File: config.mk
export PLATFORM = sky130hd
export DESIGN_NAME = can_rx_frame_packer
export DESIGN_NICKNAME = d
export VERILOG_FILES = /design/src/rtl/can_pkg.sv /design/src/rtl/can_rx_byte_mux.sv /design/src/rtl/can_rx_frame_packer.sv
export SDC_FILE = /design/constraint.sdc
export NUM_CORES = 1
export LEC_CHECK = 0
export ABC_AREA = 1
export BUFFER_PORTS_ARGS = -buffer_cell sky130_fd_sc_hd__buf_2
export CAP_MARGIN = 10
export CORE_MARGIN = 2
export CORE_UTILIZATION = 63
export CTS_BUF_LIST = sky130_fd_sc_hd__clkbuf_4
export DETAILED_ROUTE_END_ITERATION = 10
export PLACE_DENSITY_LB_ADDON = 0.25
export SLEW_MARGIN = 20
export SYNTH_ARGS = -nofsm -noshare
export SYNTH_HDL_FRONTEND = slang
export SYNTH_SLANG_ARGS = --single-unit
File: constraint.sdc
create_clock -name clk -period 8.6 [get_ports clk]
set_input_delay 0.86 -clock clk [delete_from_list [all_inputs] [get_ports clk]]
set_output_delay 0.86 -clock clk [all_outputs]
set_load 0.02 [all_outputs]
File: src/rtl/can_pkg.sv
// Shared types and constants for the CAN RX frame packer: FSM states, captured frame record, length helpers.
// Combinational helpers only; no latency or backpressure of their own.
package can_pkg;

  typedef enum logic [1:0] {
    ST_IDLE = 2'd0,
    ST_SEND = 2'd1,
    ST_GAP  = 2'd2
  } state_t;

  localparam int CAN_MAX_DATA    = 8;
  localparam int FIFO_SLOT_BYTES = 16;
  localparam int INFO_FF_BIT     = 7;
  localparam int INFO_RTR_BIT    = 6;

  typedef struct packed {
    logic        ide;
    logic        rtr;
    logic [3:0]  dlc;
    logic [28:0] id;
    logic [63:0] data;
  } frame_t;

  // Remote frames carry no payload; DLC 9..15 still means 8 bytes on the wire.
  function automatic logic [3:0] data_bytes(input logic rtr, input logic [3:0] dlc);
    if (rtr) return 4'd0;
    return (dlc > 4'(CAN_MAX_DATA)) ? 4'(CAN_MAX_DATA) : dlc;
  endfunction

  function automatic logic [3:0] frame_len(input logic ide, input logic rtr, input logic [3:0] dlc);
    return 4'd1 + (ide ? 4'd4 : 4'd2) + data_bytes(rtr, dlc);
  endfunction

endpackage

File: src/rtl/can_rx_byte_mux.sv
// SJA1000 RX-buffer byte map: selects byte idx (info, ID bytes, then data bytes) of a captured frame.
// Purely combinational, zero latency, no backpressure.
module can_rx_byte_mux
  import can_pkg::*;
(
  input  frame_t     f,
  input  logic [3:0] idx,
  output logic [7:0] byte_out
);

  logic [3:0]  hdr_len;
  logic [2:0]  didx;
  logic [63:0] shifted;
  logic [7:0]  info;

  always_comb begin
    info               = 8'h00;
    info[INFO_FF_BIT]  = f.ide;
    info[INFO_RTR_BIT] = f.rtr;
    info[3:0]          = f.dlc;
    hdr_len            = f.ide ? 4'd5 : 4'd3;
    didx               = 3'(idx - hdr_len);
    // data[63:56] is payload byte 0, so shift the wanted byte to the top
    shifted            = f.data << {didx, 3'b000};
    byte_out           = 8'h00;
    if (idx == 4'd0) begin
      byte_out = info;
    end else if (idx >= hdr_len) begin
      byte_out = shifted[63:56];
    end else if (f.ide) begin
      case (idx[2:0])
        3'd1:    byte_out = f.id[28:21];
        3'd2:    byte_out = f.id[20:13];
        3'd3:    byte_out = f.id[12:5];
        default: byte_out = {f.id[4:0], f.rtr, 2'b00};
      endcase
    end else begin
      byte_out = (idx == 4'd1) ? f.id[10:3] : {f.id[2:0], f.rtr, 4'b0000};
    end
  end

endmodule

File: src/rtl/can_rx_frame_packer.sv
// Serialises one accepted CAN frame into a contiguous FIFO wr burst (first byte 1 cycle after accept), then GAP_CYCLES idle.
// No backpressure from the FIFO; frame_ready low while busy or in reset_mode. CAN_RX_PACK_DROP_CNT_EN adds drop_cnt.
module can_rx_frame_packer
  import can_pkg::*;
#(
  parameter int GAP_CYCLES = 1
)
(
  input  logic        clk,
  input  logic        rst,
  input  logic        reset_mode,
  input  logic        frame_valid,
  output logic        frame_ready,
  input  logic        ide,
  input  logic        rtr,
  input  logic [3:0]  dlc,
  input  logic [28:0] id,
  input  logic [63:0] data,
  input  logic        fifo_full,
  output logic        wr,
  output logic [7:0]  data_out,
  output logic        busy
`ifdef CAN_RX_PACK_DROP_CNT_EN
  ,
  output logic [7:0]  drop_cnt
`endif
);

  localparam int CNT_W = $clog2(FIFO_SLOT_BYTES);

  state_t           state, state_nxt;
  frame_t           in_f, cap, mux_f;
  logic [CNT_W-1:0] cnt, len_q, mux_idx;
  logic [2:0]       gap_cnt;
  logic             accept, last_byte, gap_done;
  logic [7:0]       mux_byte;

  assign in_f        = {ide, rtr, dlc, id, data};
  assign frame_ready = (state == ST_IDLE) & ~reset_mode;
  assign accept      = frame_valid & frame_ready;
  assign busy        = (state != ST_IDLE);
  assign last_byte   = (cnt == len_q - CNT_W'(1));
  assign gap_done    = (gap_cnt == 3'(GAP_CYCLES - 1));

  // In IDLE the mux looks at the live inputs so byte 0 can be registered on the accept edge.
  assign mux_f   = (state == ST_IDLE) ? in_f : cap;
  assign mux_idx = (state == ST_IDLE) ? '0 : cnt + CNT_W'(1);

  can_rx_byte_mux u_byte_mux (
    .f        (mux_f),
    .idx      (mux_idx),
    .byte_out (mux_byte)
  );

  always_ff @(posedge clk or posedge rst) begin
    if (rst) state <= ST_IDLE;
    else     state <= state_nxt;
  end

  always_comb begin
    state_nxt = state;
    case (state)
      ST_IDLE: if (accept)    state_nxt = ST_SEND;
      ST_SEND: if (last_byte) state_nxt = ST_GAP;
      ST_GAP:  if (gap_done)  state_nxt = ST_IDLE;
      default:                state_nxt = ST_IDLE;
    endcase
    if (reset_mode) state_nxt = ST_IDLE;
  end

  always_ff @(posedge clk or posedge rst) begin
    if (rst) begin
      wr       <= 1'b0;
      data_out <= 8'h00;
      cap      <= '0;
      len_q    <= '0;
      cnt      <= '0;
      gap_cnt  <= '0;
    end else if (reset_mode) begin
      wr       <= 1'b0;
      data_out <= 8'h00;
      cap      <= '0;
      len_q    <= '0;
      cnt      <= '0;
      gap_cnt  <= '0;
    end else begin
      case (state)
        ST_IDLE: if (accept) begin
          cap      <= in_f;
          len_q    <= frame_len(ide, rtr, dlc);
          cnt      <= '0;
          wr       <= 1'b1;
          data_out <= mux_byte;
        end
        ST_SEND: if (last_byte) begin
          wr      <= 1'b0;
          cnt     <= '0;
          gap_cnt <= '0;
        end else begin
          cnt      <= cnt + CNT_W'(1);
          data_out <= mux_byte;
        end
        ST_GAP:  gap_cnt <= gap_done ? 3'd0 : gap_cnt + 3'd1;
        default: wr <= 1'b0;
      endcase
    end
  end

`ifdef CAN_RX_PACK_DROP_CNT_EN
  // The FIFO will drop this packet; count it here so software can see overrun pressure.
  always_ff @(posedge clk or posedge rst) begin
    if (rst)                                       drop_cnt <= 8'h00;
    else if (reset_mode)                           drop_cnt <= 8'h00;
    else if (accept && fifo_full && drop_cnt != 8'hFF) drop_cnt <= drop_cnt + 8'h01;
  end
`else
  logic unused_fifo_full;
  assign unused_fifo_full = fifo_full;
`endif

endmodule
== Yosys cells after proc, flatten, opt, wreduce, memory -nomap -nowiden ==
Index checks and enable logic that the tools add are counted.

* Add/subtract/negate cells: 6
* Order comparisons: 2
* Equality and inequality tests: 12
* Shift-type cells: 1
* Muxes and demuxes: 46
* Bitwise gates (word level): 3
* Reductions and logical operators: 14

{| class="wikitable"
|+ Operators by type and width
! kind !! count
|-
| $mux W99 || 4
|-
| $shl A64 B6 Y64 || 1
|-
| $mux W8 || 7
|-
| $mux W4 || 13
|-
| $pmux W8 S3 || 1
|-
| $pmux W8 S2 || 1
|-
| $mux W3 || 5
|-
| $ne A3 B3 Y1 const B || 4
|-
| $reduce_and A3 Y1 || 3
|-
| $mux W2 || 4
|-
| $pmux W4 S2 || 1
|-
| $mux W1 || 7
|-
| $eq A3 B2 Y1 const B || 2
|-
| $pmux W2 S3 || 1
|-
| $pmux W3 S2 || 1
|-
| $reduce_and A2 Y1 || 3
|-
| $reduce_bool A2 Y1 || 3
|-
| $reduce_bool A3 Y1 || 2
|-
| $add A1 B3 Y4 const A || 1
|-
| $add A4 B1 Y4 const B || 1
|-
| $add A4 B4 Y4 || 1
|-
| $eq A4 B1 Y1 const B || 1
|-
| $eq A4 B4 Y1 || 1
|-
| $ge A4 B3 Y1 || 1
|-
| 14 further kinds || 15
|}

* Register bits after elaboration: 121
* Output and inout port bits: 11
* Word-level logic and storage cells: 95

== Depth between registers and ports, before layout ==
Gate-level depths: netlist of run 1.

* Depth in word-level cells: 14
* Mapped depth: 18
* Gate-level depth less buffers: 17

== Cells and area by module ==
From an unflattened synthesis of run 1, not the netlist that was laid out.

* Cell total of the unflattened synthesis: 1096
* Area, all modules: 7444.6 sq um

{| class="wikitable"
|+ By module, submodules not included
! module !! instances !! cells an instance !! area an instance (sq um)
|-
| can_rx_frame_packer || 1 || 804 || 6079.6
|-
| can_rx_byte_mux || 1 || 292 || 1365.1
|}

== Least setup slack after synthesis of run 1 ==
Ideal clock, no wire load.

* Path kind: in2reg
* From: input port ide
* To: register data_out[7]
* Library setup time: 0.117 ns
* Arrival: 2.359 ns
* Data required time: 8.483 ns
* Setup slack: 6.124 ns
* Stages on the path: 16
* Path through: nand2_1 nand2_2 ha_1 buf_2 inv_1 nand2_1 nand2_1 buf_2 nor2_1 nor2_1 nand2_1 nand3_1 nand2_1 nand2_1 nand2_1 nand2_1

* Word-level cells in the longest chain between the ends: 9
* Elaborated cells on any way between the ends: 12

{| class="wikitable"
|+ RTL lines
! item !! RTL line !! source
|-
| start: declaration || can_rx_frame_packer.sv:14 || <nowiki>input logic ide,</nowiki>
|-
| $mux W99 * || can_rx_frame_packer.sv:46 || <nowiki>assign mux_f = (state == ST_IDLE) ? in_f : cap;</nowiki>
|-
| $mux W3 || can_rx_byte_mux.sv:21 || <nowiki>hdr_len = f.ide ? 4'd5 : 4'd3;</nowiki>
|-
| $sub A3 B3 Y3 || can_rx_byte_mux.sv:22 || <nowiki>didx = 3'(idx - hdr_len);</nowiki>
|-
| $shl A64 B6 Y64 || can_rx_byte_mux.sv:24 || <nowiki>shifted = f.data << {didx, 3'b000};</nowiki>
|-
| $mux W8 || can_rx_byte_mux.sv:28 || <nowiki>end else if (idx >= hdr_len) begin</nowiki>
|-
| $mux W8 * || can_rx_byte_mux.sv:26 || <nowiki>if (idx == 4'd0) begin</nowiki>
|-
| $mux W8 (on tied branches) || can_rx_frame_packer.sv:95, can_rx_frame_packer.sv:88 ||
|-
| $pmux W8 S2 * || can_rx_frame_packer.sv:87 || <nowiki>case (state)</nowiki>
|-
| $mux W8 * || can_rx_frame_packer.sv:79 || <nowiki>end else if (reset_mode) begin</nowiki>
|-
| end signal: assignment || can_rx_frame_packer.sv:93 || <nowiki>data_out <= mux_byte;</nowiki>
|-
| end signal: assignment || can_rx_frame_packer.sv:101 || <nowiki>data_out <= mux_byte;</nowiki>
|-
| end: declaration || can_rx_frame_packer.sv:21 || <nowiki>output logic [7:0] data_out,</nowiki>
|}

Every way passes the cells marked *; elsewhere a longest branch is shown, timed or not. The select of a mux whose other input is x is not followed.
A chain may end at the register's enable or synchronous reset.

== Worst setup path in the final report of run 1 ==
* From: register state[0]
* To: register cap[1] in the netlist's numbering

* Word-level cells in the longest chain between the ends: 5
* Elaborated cells on any way between the ends: 6

{| class="wikitable"
|+ RTL lines
! item !! RTL line !! source
|-
| start: declaration || can_rx_frame_packer.sv:31 || <nowiki>state_t state, state_nxt;</nowiki>
|-
| start signal: assignment || can_rx_frame_packer.sv:57 || <nowiki>else state <= state_nxt;</nowiki>
|-
| $logic_not A2 Y1 * || can_rx_frame_packer.sv:39, can_rx_frame_packer.sv:87 ||
|-
| $and A1 B1 Y1 || can_rx_frame_packer.sv:39 || <nowiki>assign frame_ready = (state == ST_IDLE) & ~reset_mode;</nowiki>
|-
| $and A1 B1 Y1 || can_rx_frame_packer.sv:40 || <nowiki>assign accept = frame_valid & frame_ready;</nowiki>
|-
| $reduce_bool A2 Y1 (no line) || -- ||
|-
| $reduce_and A2 Y1 (no line) * || -- ||
|-
| end signal: assignment || can_rx_frame_packer.sv:89 || <nowiki>cap <= in_f;</nowiki>
|-
| end: declaration || can_rx_frame_packer.sv:32 || <nowiki>frame_t in_f, cap, mux_f;</nowiki>
|}

Every way passes the cells marked *; elsewhere a longest branch is shown, timed or not.

==> flow_metrics.env, run 1 <==
export IMPL_outcome="finished, final reports clean"
export IMPL_syn_area_um2=6840
export IMPL_ys_ff_latch=121
export IMPL_synth_top_area_cell="dfrtp_1"
export IMPL_design_area_um2=7790
export IMPL_grt_pass1_wl_um=28700
export IMPL_p_leak_nw=4.06
export IMPL_worst_slew_pin_slew_ns=0.909
export IMPL_grtUsageTotal_pct=31.8
export IMPL_slew_viol_final=0
export IMPL_hold_buffers=0
export IMPL_num_io_pins=115
export IMPL_cp_arrival_ns=3.98
export IMPL_postRouteAntennaNets=0
export IMPL_fin_nets=1146
export IMPL_crit_type="reg2reg"
export IMPL_drc=0
export IMPL_fin_tns_setup_ns=0
export IMPL_rows=38
export IMPL_slew_headroom_pct=39.0
export IMPL_max_freq_mhz=283
export IMPL_pwr_share_clk_pct=33.4
export IMPL_antenna_found_initial=0
export IMPL_core_um2=10700
export IMPL_reg2reg_depth=10
export IMPL_required_ns=9.05
export IMPL_clk_pin_slew_worst_paths_ns=0.10
export IMPL_wl_per_cell_um=14.8
export IMPL_dieHeight_um=108
export IMPL_grt_pass1_vias=6048
export IMPL_hold_class="in2async"
export IMPL_cts_resized=0
export IMPL_antenna_cells=0
export IMPL_endpoint_kind="flop"
export IMPL_synth_async_sr_flop_share_pct=100
export IMPL_drive_above_1_share_pct=17.0
export IMPL_clock_sinks=121
export IMPL_cts_tree="done"
export IMPL_synth_edff_count=0
export IMPL_post_dp_cell_area_um2=7410
export IMPL_start_kind="flop"
export IMPL_place_gp_congestion=0.913
export IMPL_ys_warn_count=0
export IMPL_regToRegSetupSlack_ns=5.06
export IMPL_intPower_mw=1.07
export IMPL_grt_start_max_net_pins=98
export IMPL_path_max_fanout=55
export IMPL_multi_input_area_um2=3170
export IMPL_power_density_nw_per_um2=205
export IMPL_vias_per_cell=5.56
export IMPL_switching_share_pct=33.2
export IMPL_vdd_drop_max_mv=0.150
export IMPL_p_sw_mw=0.532
export IMPL_ys_types=33
export IMPL_cts_root_buffer="clkbuf_4"
export IMPL_synth_flop_cell="dfrtp_1"
export IMPL_seq_area_frac_synth_pct=44.2
export IMPL_combPwrFrac_pct=26.4
export IMPL_cts_max_path_buffers=2
export IMPL_regArea_um2=3030
export IMPL_routed_wirelength_um=17600
export IMPL_hpwl_um=11800
export IMPL_fin_total_pwr_mw=1.60
export IMPL_die_area_um2=11700
export IMPL_postCtsSetupRepairBufs=0
export IMPL_maxCapViolations=0
export IMPL_synthCells=941
export IMPL_grt_overflow_total=0
export IMPL_clock_skew_ns=0.0135
export IMPL_r2r_start="state[0]"
export IMPL_yosys_top_cells_area="dfrtp_1 44%, nand2_1 16%, o21ai_0 8.8%"
export IMPL_yosysMostFrequentCell="nand2_1"
export IMPL_synth_fp_nets=1053
export IMPL_nFillCells=910
export IMPL_vias=6598
export IMPL_holdWs_ns=0.412
export IMPL_pwr_share_seq_pct=40.2
export IMPL_io_buffers=113
export IMPL_htreeDepth=4
export IMPL_finalCritPeriodShare_pct=41.1
export IMPL_die_width_um=108
export IMPL_setup_viol=0
export IMPL_drt_iter0_drc=618
export IMPL_syn_avg_cell_area_um2=7.27
export IMPL_area_delta_synth_final_pct=13.9
export IMPL_rsz0062_at_grt="false"
export IMPL_dr_pass1_iters=6
export IMPL_initial_utilization_pct=64.0
export IMPL_yosys_top_cells_count="290 x nand2_1, 121 x dfrtp_1, 120 x o21ai_0"
export IMPL_clk_latency_ns=0.56
export IMPL_crit_reg2reg_capture="cap[1]"
export IMPL_hold_viol_final=0
export IMPL_post_route_min_period_ns=3.54
export IMPL_synth_top_area_share_pct=44.2
export IMPL_numCtsBuffers=17
[worst max-delay path by stage]
stage | startpoint | end | slack (ns) | cells after the start
2_1_floorplan | rst | cap[0] | 4.53 | 1
3_3_place_gp | reset_mode | cap[91] | 5.04 | 9
3_5_place_dp | reset_mode | cap[86] | 5.00 | 9
4_1_cts | state[1] | cap[1] | 5.12 | 10
5_1_grt | state[0] | cap[1] | 4.84 | 10
6_report | state[0] | cap[1] | 5.06 | 10
[registers in the layout (all words and copies together) (netlist names)]
register	flops
cap	99
cnt	4
data_out	8
gap_cnt	3
len_q	4
state	2
wr	1
[critical path: stages, from the launching register on]
cell     delay (ns)
dfrtp_1        0.42
inv_1          0.10
nand2_4        0.34
nor2_2         0.09
nand2_2        0.07
buf_4          0.40
inv_2          0.41
nor2_4         0.16
buf_4          0.48
inv_2          0.51
o21ai_0        0.38
[placed cells by master, fill, tap and decap left out, types with 13 or more instances in the layout]
cell type / instances
nand3_1: 59
a22o_1: 24
nor2_1: 66
o21ai_1: 13
o22ai_1: 13
nand2_1: 290
dfrtp_1: 121
inv_1: 108
buf_2: 113
a21oi_1: 20
clkbuf_4: 17
o21ai_0: 120
[metal layers]
| layer | GRT usage (%) | routed length, um |
|---|---|---|
| met5 | 0 | 0 |
| met1 | 44.6 | 7630 |
| met2 | 48.5 | 7920 |
| met3 | 7.47 | 1620 |
| met4 | 11.9 | 452 |
[kinds of logic (layout without fill, tap and decap cells)]
family | Yosys count | in the layout | share of synthesized area [%]
buf+inv | 160 | 266 | 9.51
flops | 121 | 121 | 44.2
simple gates | 441 | 441 | 26.8
compound gates | 204 | 204 | 17.0
fa+ha+maj | 8 | 8 | 1.57
xor+xnor | 7 | 7 | 0.896
[area by class of cell]
| type | instances | share of cell area [%] |
|---|---|---|
| clock inverter | 15 | 3.26 |
| timing repair buffer | 118 | 7.74 |
| inverter | 116 | 5.65 |
| tap | 140 | 2.25 |
| multi-input combinational | 660 | 40.6 |
| sequential | 121 | 38.9 |
| clock buffer | 17 | 1.64 |
[power by group through the flow]
stage / Clock (mW) / Combinational (mW) / Sequential [mW]
floorplan: 0 / 0.300 / 0.656
global placement: 0 / 0.407 / 0.652
detailed placement: 0 / 0.414 / 0.654
CTS: 0.538 / 0.416 / 0.643
global route: 0.561 / 0.475 / 0.650
finish: 0.534 / 0.422 / 0.644
[per-stage QoR]
stage	util, %	instances	setup WS, ns
after global routing	72.9	1187	4.84
after detailed placement	69.3	1155	5.00
after global placement	69.3	1155	5.04
after floorplan	-	941	4.53
final	72.9	1187	5.06
after CTS	72.9	1187	5.12
No activity file was read; power rests on OpenSTA's default activity.
==> run 2, diff against run 1 <==
ABC_AREA = 0   (was 1)
CORE_UTILIZATION = 52   (was 63)
clock period = 2.95 ns   (was 8.6 ns; I/O delays follow)
==> flow_metrics.env, run 2 <==
export IMPL_fin_util_pct=70.7
export IMPL_core_um2=11900
export IMPL_power_density_nw_per_um2=447
export IMPL_p_leak_nw=4.03
export IMPL_design_area_um2=8430
export IMPL_vdd_drop_max_mv=0.320
export IMPL_ys_warn_count=0
export IMPL_place_gp_congestion=0.942
export IMPL_synthCells=538
export IMPL_synth_top_area_share_pct=48.3
export IMPL_hold_viol_final=0
export IMPL_htreeDepth=4
export IMPL_syn_avg_cell_area_um2=11.7
export IMPL_layout_common_cells="119 x dfrtp_1, 113 x buf_2, 103 x a22o_1"
export IMPL_synth_mux_area_share_pct=13.8
export IMPL_finalCritPeriodShare_pct=97.9
export IMPL_die_width_um=114
export IMPL_routed_wirelength_um=18100
export IMPL_yosysMostFrequentCell="dfrtp_1"
export IMPL_grtUsageTotal_pct=29.7
export IMPL_clock_sinks=121
export IMPL_start_kind="flop"
export IMPL_rows=40
export IMPL_switching_share_pct=30.5
export IMPL_intPower_mw=2.62
export IMPL_cts_root_buffer="clkbuf_4"
export IMPL_path_buf_inv=3
export IMPL_seq_area_frac_synth_pct=48.3
export IMPL_outcome="finished, final reports clean"
export IMPL_synth_fp_nets=650
export IMPL_ys_ff_latch=121
export IMPL_yosys_top_cells_area="dfrtp_1 48%, a22o_1 14%, mux2i_1 4.3%"
export IMPL_required_ns=3.41
export IMPL_post_dp_cell_area_um2=7180
export IMPL_yosys_area_share_xor_xnor_pct=2.67
export IMPL_numCtsBuffers=17
export IMPL_cpLargestDelayFamily="multiplexers"
export IMPL_clk_pin_slew_worst_paths_ns=0.12
export IMPL_synthSimpleGateAreaFrac_pct=6.88
export IMPL_ys_types=55
export IMPL_endpoint_kind="flop"
export IMPL_post_route_min_period_ns=2.89
export IMPL_grt_overflow_total=0
export IMPL_clock_skew_ns=0.0204
export IMPL_drt_iter0_drc=417
export IMPL_num_io_pins=115
export IMPL_p_sw_mw=1.15
export IMPL_antenna_cells=0
export IMPL_grt_pass1_wl_um=29500
export IMPL_synth_top_area_cell="dfrtp_1"
export IMPL_vias=5566
export IMPL_holdWs_ns=0.0345
export IMPL_fin_nets=867
export IMPL_hold_class="in2reg"
export IMPL_synth_top_family_by_area="compound AO/OA/AOI/OAI gates"
export IMPL_initial_utilization_pct=52.7
export IMPL_largest_registers="cap x99, data_out x8"
export IMPL_setup_viol=0
export IMPL_drc=0
export IMPL_die_area_um2=13000
export IMPL_cts_tree="done"
export IMPL_synth_compound_area_share_pct=23.2
export IMPL_cts_max_path_buffers=2
export IMPL_hpwl_um=11500
export IMPL_dieHeight_um=114
export IMPL_pwr_share_clk_pct=27.6
export IMPL_synth_flop_cell="dfrtp_1"
export IMPL_area_delta_synth_final_pct=34.3
export IMPL_largest_reg_flops=99
export IMPL_io_buffers=113
export IMPL_vias_per_cell=6.09
export IMPL_synth_async_sr_flop_share_pct=100
export IMPL_drive_above_1_share_pct=29.2
export IMPL_slew_headroom_pct=48.2
export IMPL_max_freq_mhz=346
export IMPL_cp_slowest_stage_delay_ns=0.48
export IMPL_grt_start_max_net_pins=103
export IMPL_pwr_share_seq_pct=48.6
export IMPL_path_max_fanout=5
export IMPL_dr_pass1_iters=5
export IMPL_top_register="cap"
export IMPL_crit_path_frequent_cell="mux4_2"
export IMPL_worst_slew_pin_slew_ns=0.775
export IMPL_grt_pass1_vias=5726
export IMPL_synth_edff_count=0
export IMPL_layout_commonest_cell="dfrtp_1"
export IMPL_cpMaxStageDelayCell="mux4_2"
export IMPL_crit_chain="nor3b_2, buf_4, a21oi_4, inv_2, ha_4, a31o_4, xor2_4, buf_6, mux4_2, mux4_2, a211o_1"
export IMPL_yosys_top_cells_count="121 x dfrtp_1, 103 x a22o_1, 29 x clkbuf_1"
export IMPL_slew_viol_final=0
export IMPL_maxCapViolations=0
export IMPL_wl_per_cell_um=19.8
export IMPL_antenna_found_initial=0
export IMPL_postRouteAntennaNets=0
export IMPL_clk_latency_ns=0.56
export IMPL_syn_area_um2=6270
export IMPL_yosys_area_share_adder_pct=1.71
export IMPL_combPwrFrac_pct=23.8
export IMPL_cp_arrival_ns=3.35
export IMPL_crit_type="reg2reg"
==> run 2: through the flow <==
stage          power [mW]  cells  worst slack, ns  setup TNS [ns]
2_1_floorplan        2.36    538           -0.187          -0.271
3_3_place_gp         2.62    783           0.0939               0
3_5_place_dp         2.63    783           0.0389               0
4_1_cts              3.75    912           0.0191               0
5_1_grt              3.94    914         -0.00373        -0.00373
6_report             3.76    914           0.0611               0
==> run 2: worst reg2reg max path: stages, from the launching register on <==
cell and delay [ns]:
dfrtp_2 0.46, nor3b_2 0.20, buf_4 0.16, a21oi_4 0.04, inv_2 0.08, ha_4 0.20
a31o_4 0.24, xor2_4 0.23, buf_6 0.15, mux4_2 0.28, mux4_2 0.48, a211o_1 0.27
==> run 2: path summary, 6_finish.rpt <==
path	from	to	slack (ns)	cells after the start
setup / recovery	state[0]	data_out[2]	0.06	11
hold / removal	id[2]	cap[66]	0.03	2
setup reg to reg	state[0]	data_out[2]	0.06	11
hold reg to reg	gap_cnt[2]	gap_cnt[2]	0.51	1
max in group asynchronous	rst	len_q[3]	1.83	4
min in group asynchronous	rst	cap[50]	0.41	3
==> run 2: cells by family (layout without fill, tap and decap cells) <==
| group | after synthesis | count (layout) |
|---|---|---|
| DFF | 121 | 121 |
| AOI/OAI and AO/OA | 187 | 187 |
| xor gates and xnor gates | 15 | 15 |
| adders and majority gates | 8 | 8 |
| muxes | 64 | 64 |
| buffers and inverters | 54 | 283 |
| and+or+nand+nor | 89 | 89 |
==> run 2: final cells by class <==
class	count	area, um2
flip-flops and latches	121	3030
clock buffers	19	143
repair buffers	240	1810
inverters	12	56.3
multi-input cells	363	3120
fillers	869	3480
clock inverters	12	85.1
well taps	147	184
==> run 2: repair_timing <==
item,in CTS,in global routing
setup endpoints to repair,0,4
hold buffers,98,0
buffers inserted,0,2
endpoints found under the hold margin,126,0
gates resized for setup,0,5
==> run 2: power groups by stage <==
| stage | Sequential (mW) | Clock, mW | Combinational, mW |
|---|---|---|---|
| after detailed placement | 1.86 | 0 | 0.774 |
| after CTS | 1.83 | 1.05 | 0.877 |
| final | 1.83 | 1.04 | 0.895 |
| after floorplan | 1.85 | 0 | 0.516 |
| after global routing | 1.84 | 1.13 | 0.966 |
| after global placement | 1.85 | 0 | 0.762 |
==> run 2: per-layer routing <==
metal  track usage (%)  vias up  share of wire [%]
li1                  -     2506                  -
met1              37.9     2779                 41
met2              50.0      243                 50
met3              7.55       38                6.3
met4              9.27        0                2.1
met5                 0        -                  0
